--- config.mk ---
export PLATFORM = sky130hd
export DESIGN_NAME = riscv_mem_arbiter
export DESIGN_NICKNAME = d
export VERILOG_FILES = /design/src/rtl/riscv_mem_arbiter.sv
export SDC_FILE = /design/constraint.sdc
export NUM_CORES = 1
export LEC_CHECK = 0
export ABC_AREA = 1
export CORE_AREA = 2 2 109 111
export DETAILED_ROUTE_END_ITERATION = 8
export DIE_AREA = 0 0 111 113
export DONT_BUFFER_PORTS = 1
export PLACE_DENSITY_LB_ADDON = 0.2
export SLEW_MARGIN = 20
export SYNTH_ARGS = -nofsm -noshare
export SYNTH_HDL_FRONTEND = slang
export SYNTH_SLANG_ARGS = --single-unit
--- constraint.sdc ---
create_clock -name clk -period 3.5 [get_ports clk]
set_clock_uncertainty 0.1 [all_clocks]
set_input_delay 0.7 -clock clk [delete_from_list [all_inputs] [get_ports clk]]
set_output_delay 0.7 -clock clk [all_outputs]
set_load 0.01 [all_outputs]
--- src/rtl/riscv_mem_arbiter.sv ---
// riscv_mem_arbiter: N-master to single-memory arbiter with req/ack handshake and wait states.
// Define RISCV_MEM_ARB_FIXED_PRIO_EN for fixed lowest-index priority instead of round-robin.
module riscv_mem_arbiter #(
  parameter int NUM_M       = 2,
  parameter int ADDR_W      = 32,
  parameter int DATA_W      = 32,
  parameter int WAIT_CYCLES = 1
) (
  input  logic                       clk,
  input  logic                       rst,
  input  logic [NUM_M-1:0]           m_req_i,
  input  logic [NUM_M-1:0]           m_we_i,
  input  logic [NUM_M*ADDR_W-1:0]    m_addr_i,
  input  logic [NUM_M*DATA_W/8-1:0]  m_sel_i,
  input  logic [NUM_M*DATA_W-1:0]    m_data_i,
  output logic [NUM_M-1:0]           m_ack_o,
  output logic [DATA_W-1:0]          m_data_o,
  output logic                       mem_ce_o,
  output logic                       mem_we_o,
  output logic [ADDR_W-1:0]          mem_addr_o,
  output logic [DATA_W/8-1:0]        mem_sel_o,
  output logic [DATA_W-1:0]          mem_data_o,
  input  logic [DATA_W-1:0]          mem_data_i
);
  localparam int SW = DATA_W / 8;
  localparam int IW = $clog2(NUM_M);
  typedef enum logic {IDLE, ACCESS} state_t;
  state_t state_q, state_d;
  logic [IW-1:0] grant_q, grant_d, ptr_q, ptr_d, win;
  logic [3:0] cnt_q, cnt_d;
  logic g_req, g_we;
  logic [ADDR_W-1:0] g_addr;
  logic [SW-1:0] g_sel;
  logic [DATA_W-1:0] g_data;
  always_comb begin
    g_req = 1'b0;
    g_we = 1'b0;
    g_addr = '0;
    g_sel = '0;
    g_data = '0;
    for (int i = 0; i < NUM_M; i++)
      if (grant_q == IW'(i)) begin
        g_req = m_req_i[i];
        g_we = m_we_i[i];
        g_addr = m_addr_i[i*ADDR_W +: ADDR_W];
        g_sel = m_sel_i[i*SW +: SW];
        g_data = m_data_i[i*DATA_W +: DATA_W];
      end
  end
  // Scan from highest offset down so the closest requester to the search start wins.
  always_comb begin
    win = '0;
    for (int k = NUM_M - 1; k >= 0; k--)
`ifdef RISCV_MEM_ARB_FIXED_PRIO_EN
      if (m_req_i[k]) win = IW'(k);
`else
      if (m_req_i[(int'(ptr_q) + k) % NUM_M]) win = IW'((int'(ptr_q) + k) % NUM_M);
`endif
  end
  always_comb begin
    state_d = state_q;
    grant_d = grant_q;
    ptr_d = ptr_q;
    cnt_d = cnt_q;
    m_ack_o = '0;
    m_data_o = '0;
    mem_ce_o = 1'b0;
    mem_we_o = 1'b0;
    mem_addr_o = '0;
    mem_sel_o = '0;
    mem_data_o = '0;
    if (state_q == IDLE) begin
      if (|m_req_i) begin
        state_d = ACCESS;
        grant_d = win;
        cnt_d = 4'(WAIT_CYCLES);
`ifdef RISCV_MEM_ARB_FIXED_PRIO_EN
        ptr_d = '0;
`else
        ptr_d = (win == IW'(NUM_M - 1)) ? '0 : win + 1'b1;
`endif
      end
    end else if (!g_req) begin
      state_d = IDLE;
    end else begin
      mem_ce_o = 1'b1;
      mem_we_o = g_we;
      mem_addr_o = g_addr;
      mem_sel_o = g_sel;
      mem_data_o = g_data;
      cnt_d = (cnt_q != 4'd0) ? cnt_q - 4'd1 : cnt_q;
      if (cnt_q == 4'd0) begin
        m_ack_o[grant_q] = 1'b1;
        m_data_o = g_we ? '0 : mem_data_i;
        state_d = IDLE;
      end
    end
  end
  always_ff @(posedge clk or negedge rst)
    if (!rst) begin
      state_q <= IDLE;
      grant_q <= '0;
      ptr_q <= '0;
      cnt_q <= '0;
    end else begin
      state_q <= state_d;
      grant_q <= grant_d;
      ptr_q <= ptr_d;
      cnt_q <= cnt_d;
    end
endmodule

# Word level (Yosys, flattened, before mapping)
# Cells that the tools add are included.
classes:
  n_addsub: 3
  order_cmp: 4
  n_eq_ne: 2
  n_mux: 40
  bitwise_logic: 2
  n_reduce_logical: 7
ops:
  columns: ["cell", "n"]
  rows:
  - ["32-bit 2-to-1 mux", 10]
  - ["4-bit 2-to-1 mux", 7]
  - ["1-bit 2-to-1 mux", 19]
  - ["2-bit 2-to-1 mux", 3]
  - ["4-bit logical NOT", 1]
  - ["1-bit by 2-bit < comparator with 1-bit output, second input constant", 2]
  - ["2-bit by 1-bit != test with 1-bit output, second input constant", 2]
  - ["4-bit nonzero test", 1]
  - ["4-bit by 1-bit subtractor with 4-bit output, second input constant", 1]
  - ["2-bit by 3-bit < comparator with 1-bit output, second input constant", 1]
  - ["3-bit AND reduction", 1]
  - ["1-bit adder, second input constant", 2]
  - ["2-bit AND reduction", 1]
  - ["2-bit nonzero test", 1]
  - ["2-bit OR reduction", 1]
  - ["1-bit bitwise AND, first input constant", 1]
  - ["1-bit demux with 1-bit select", 1]
  - ["1-bit >= comparator, second input constant", 1]
  - ["1-bit logical AND", 1]
  - ["1-bit inverter", 1]
totals:
  register_bits: 7
  input_bits: 174
  out_inout_bits: 104
  elab_cells: 62

# Longest topological paths before layout
depth:
  ltp_word: 9
  depth_mapped: 9
  ltp_nobuf: 8

# Least setup slack after synthesis
# Ideal clock, no wire load.
synth_path:
  path_type: "in2out"
  from: "input m_req_i[1]"
  to: "output m_data_o[10]"
  arrival_time_ns: 1.386
  t_required_ns: 2.700
  setup_slack_ns: 1.314
  path_stages: 7
  n_path_buf: 1
  cell_sequence: "nand2_1 > nand2_2 > nand2_4 > inv_4 > nand2_4 > buf_6 > nor2_1"
synth_via:
  elab_chain_cells: 3
synth_lines:
  columns: ["item", "line", "rtl"]
  rows:
  - ["from (decl)", "11", "input logic [NUM_M-1:0] m_req_i,"]
  - ["1-bit 2-to-1 mux", "42", "if (grant_q == IW'(i)) begin"]
  - ["32-bit 2-to-1 mux", "83", "end else if (!g_req) begin"]
  - ["32-bit 2-to-1 mux", "72", "if (state_q == IDLE) begin"]
  - ["to (decl)", "17", "output logic [DATA_W-1:0] m_data_o,"]
# Every way passes these cells.

# Final worst setup path
layout_path:
  from: "register grant_q"
  to: "output m_data_o[13]"
layout_via:
  elab_chain_cells: 5
  elab_cells_between_ends: 6
  cone_classes: "mux: 6"
layout_lines:
  columns: ["item", "line", "rtl"]
  rows:
  - ["from (decl)", "29", "logic [IW-1:0] grant_q, grant_d, ptr_q, ptr_d, win;"]
  - ["from (signal assigned)", "107", "grant_q <= grant_d;"]
  - ["1-bit 2-to-1 mux", "42", null]
  - ["32-bit 2-to-1 mux", "94", "m_data_o = g_we ? '0 : mem_data_i;"]
  - ["32-bit 2-to-1 mux", "92", "if (cnt_q == 4'd0) begin"]
  - ["32-bit 2-to-1 mux *", "83", null]
  - ["32-bit 2-to-1 mux *", "72", null]
# Mark *: on every way between the ends. The rest lies on a longest branch, timed or not.

==> metrics.csv <==
stage,metric,value,unit
setup_path,cp-start-kind,flop,
sta,rsz0062_at_grt,false,
grt,grt_max_degree,49,
setup_path,cp.depth,7,
synth,syn_area_per_cell,5.09,µm²
grt,grt_usage,9.59,%
cts,cts_hold_buf,0,
route,routed_via_density,4.64,
route,post_drt_wl_per_cell,14.6,µm
sta,hold_viol,0,
setup_path,reg2reg_depth,9,
cts,clk_latency,230,ps
sta,drv_slew,0,
pwr,leakagePower,0.829,nW
route,dr.pass1.iters,4,
grt,antenna_found_initial,0,
synth,syn_nets,531,
cts,htreeDepth,1,
grt,gr-total-overflow,0,
setup_path,worstPathCellList,"inv_4, nand2_1, nand2_2, nand2_4, inv_4, nand2_4, nor2_1",
synth,synth_seq_cells,7,
sta,finalSetupViolations,0,
route,drc_errors,0,
synth,synth.top_cell.area_share,40.2,%
setup_path,r2r-start,grant_q,
finish,final_core_util,17.5,%
finish,drive_gt1_share,11.2,%
cts,path_clk_slew,40,ps
pwr,cellPowerDensity,797,mW/mm²
synth,ys_seq_area_share,9.68,%
setup_path,critical_path.endpoint,m_data_o[13],
finish,syn2layout_area_growth,8.91,%
synth,yosysUniqueCellTypes,20,
synth,syn_area,0.00181,mm²
route,ant_nets,0,
finish,antenna_cells,0,
setup_path,critPathBufInv,2,
setup_path,crit_family,simple AND/OR/NAND/NOR gates,
sta,max_freq,0.318,GHz
sta,finalCriticalPeriod,3140,ps
synth,synth_warnings,0,
route,detail_route.wirelength,7.07,mm
cts,cts_made_buffers,3,
cts,clock-sinks,7,
cts,post_cts_buffers,0,
cts,cts_resized,0,
setup_path,r2r_setup_slack,1240,ps
grt,grt_pass1_vias,1896,
floorplanning,core-area,0.0113,mm²
sta,worstMarginPinSlew,817,ps
floorplanning,die_h,113,µm
setup_path,crit_arrival,2340,ps
outcome,status,"finished, final reports clean",
cts,cts_tree,yes,
finish,fin_nets,516,
setup_path,path_max_fanout,35,
sta,fin_setup_tns,0,ps
setup_path,cp.required,2700,ps
floorplanning,rows,39,
placed_design,gp_congestion,0.735,
cts,cts_buffer_depth,2,
setup_path,crit_type,reg -> out,
sta,max_slew_margin,44.4,%
floorplanning,num_io_pins,278,
synth,synth_largest_area_cell,nand2_1,
synth,syn_inst,356,
placed_design,place_hpwl,5.83,mm
cts,clock-root-buffer,clkbuf_16,
sta,min_period_over_period,89.8,%
placed_design,io_buffers,0,
setup_path,r2r-end,cnt_q[3],
synth,ys_top_cells_by_area,"nand2_1 40%, a21oi_1 16%, dfrtp_1 9.7%",
floorplanning,start_util,16.1,%
setup_path,critPathSlowestCell,dfrtp_2,
setup_path,crit_start,grant_q,
setup_path,cpPeakStageDelay,580,ps
route,drtIter0Drc,107,
grt,grt_pass1_wl,9.94,mm
worst_hold_path,hp-class,in -> async,
floorplanning,die_area,0.0125,mm²
setup_path,critPathCaptureType,output pin,
route,dr_total_vias,2243,
floorplanning,die_w,111,µm
flow_run,drv_cap,0,
pwr,vdd_drop_max,0.365,mV
## per-layer routing
| metal | global-route usage [%] | vias to the layer above | share of wire [%] |
|---|---|---|---|
| met5 | 0 | - | 0 |
| met4 | 1.75 | 0 | 1.3 |
| met3 | 2.89 | 8 | 11 |
| met2 | 16.6 | 145 | 49 |
| met1 | 12.0 | 1006 | 39 |
| li1 | - | 1084 | - |
## cells in the mapped netlist, drive strengths merged
library cell and count:
o21ai 1, buf 19, ha 1, dfrtp 7
clkbuf 9, nand2 197, inv 8, mux2i 1
a21oi 68, nand3 3, a21boi 1, nor2 40
nor3b 1
## cells in the final DEF, fill, tap and decap left out, drive strengths merged
cell type  Yosys  layout
nor3b          1       1
a21oi         68      68
dfrtp          7       7
ha             1       1
o21ai          1       1
clkbuf         9       4
mux2i          1       1
inv            8       8
nand2        197     197
buf           19       8
a21boi         1       1
nand3          3       3
nor2          40      40
## worst register-to-register path: cells and delay by family, from the launching register on
kind	cells	cell delay (ps)
flip-flops	1	650
AND/OR/NAND/NOR	7	960
buffers and inverters	2	500
## where the power goes
part           total (mW)  switching (mW)  internal [mW]  leakage, nW
Sequential          0.193          0.0741          0.119       0.0849
Combinational        1.18           0.879          0.305        0.706
Clock               0.194          0.0423          0.151       0.0382
## final cells by class
cell class	count	area (µm²)
fill	1326	9300
timing repair buffer	8	72.6
multi-input combinational	313	1430
tap	143	179
inverter	8	35.0
clock buffer	4	78.8
sequential	7	176
## metrics by stage
step                setup WS, ps  area [µm²]  total power, mW  cells  hold slack, ps
finish                       358        1970             1.57    483            63.9
global route                 140        1970             1.74    483            57.9
CTS                          313        1970             1.60    483            60.4
detailed placement           561        1890             1.40    479             305
global placement             593        1890             1.38    479             305
floorplan                   1310        1810             1.21    356             304
## registers in the layout, summed over array words and instances, names as in the netlist
register,cells
state_q,1
cnt_q,4
ptr_q,1
grant_q,1
## cell families after synthesis
logic type,count (synthesis),share of synthesized area (%)
simple gates,241,55.5
buf+inv,36,11.3
mux,1,1.24
flops,7,9.68
compound gates,70,21.6
fa+ha+maj,1,0.691
## worst min path at each step
stage | start | end | slack [ps] | cells past startpoint
floorplan | rst | cnt_q[0] | 300 | 0
global placement | rst | cnt_q[1] | 300 | 0
detailed placement | rst | cnt_q[1] | 300 | 0
CTS | rst | cnt_q[1] | 60 | 0
global route | rst | cnt_q[1] | 60 | 0
finish | rst | cnt_q[1] | 60 | 0
Note: power is estimated with default switching activity, not from simulation.
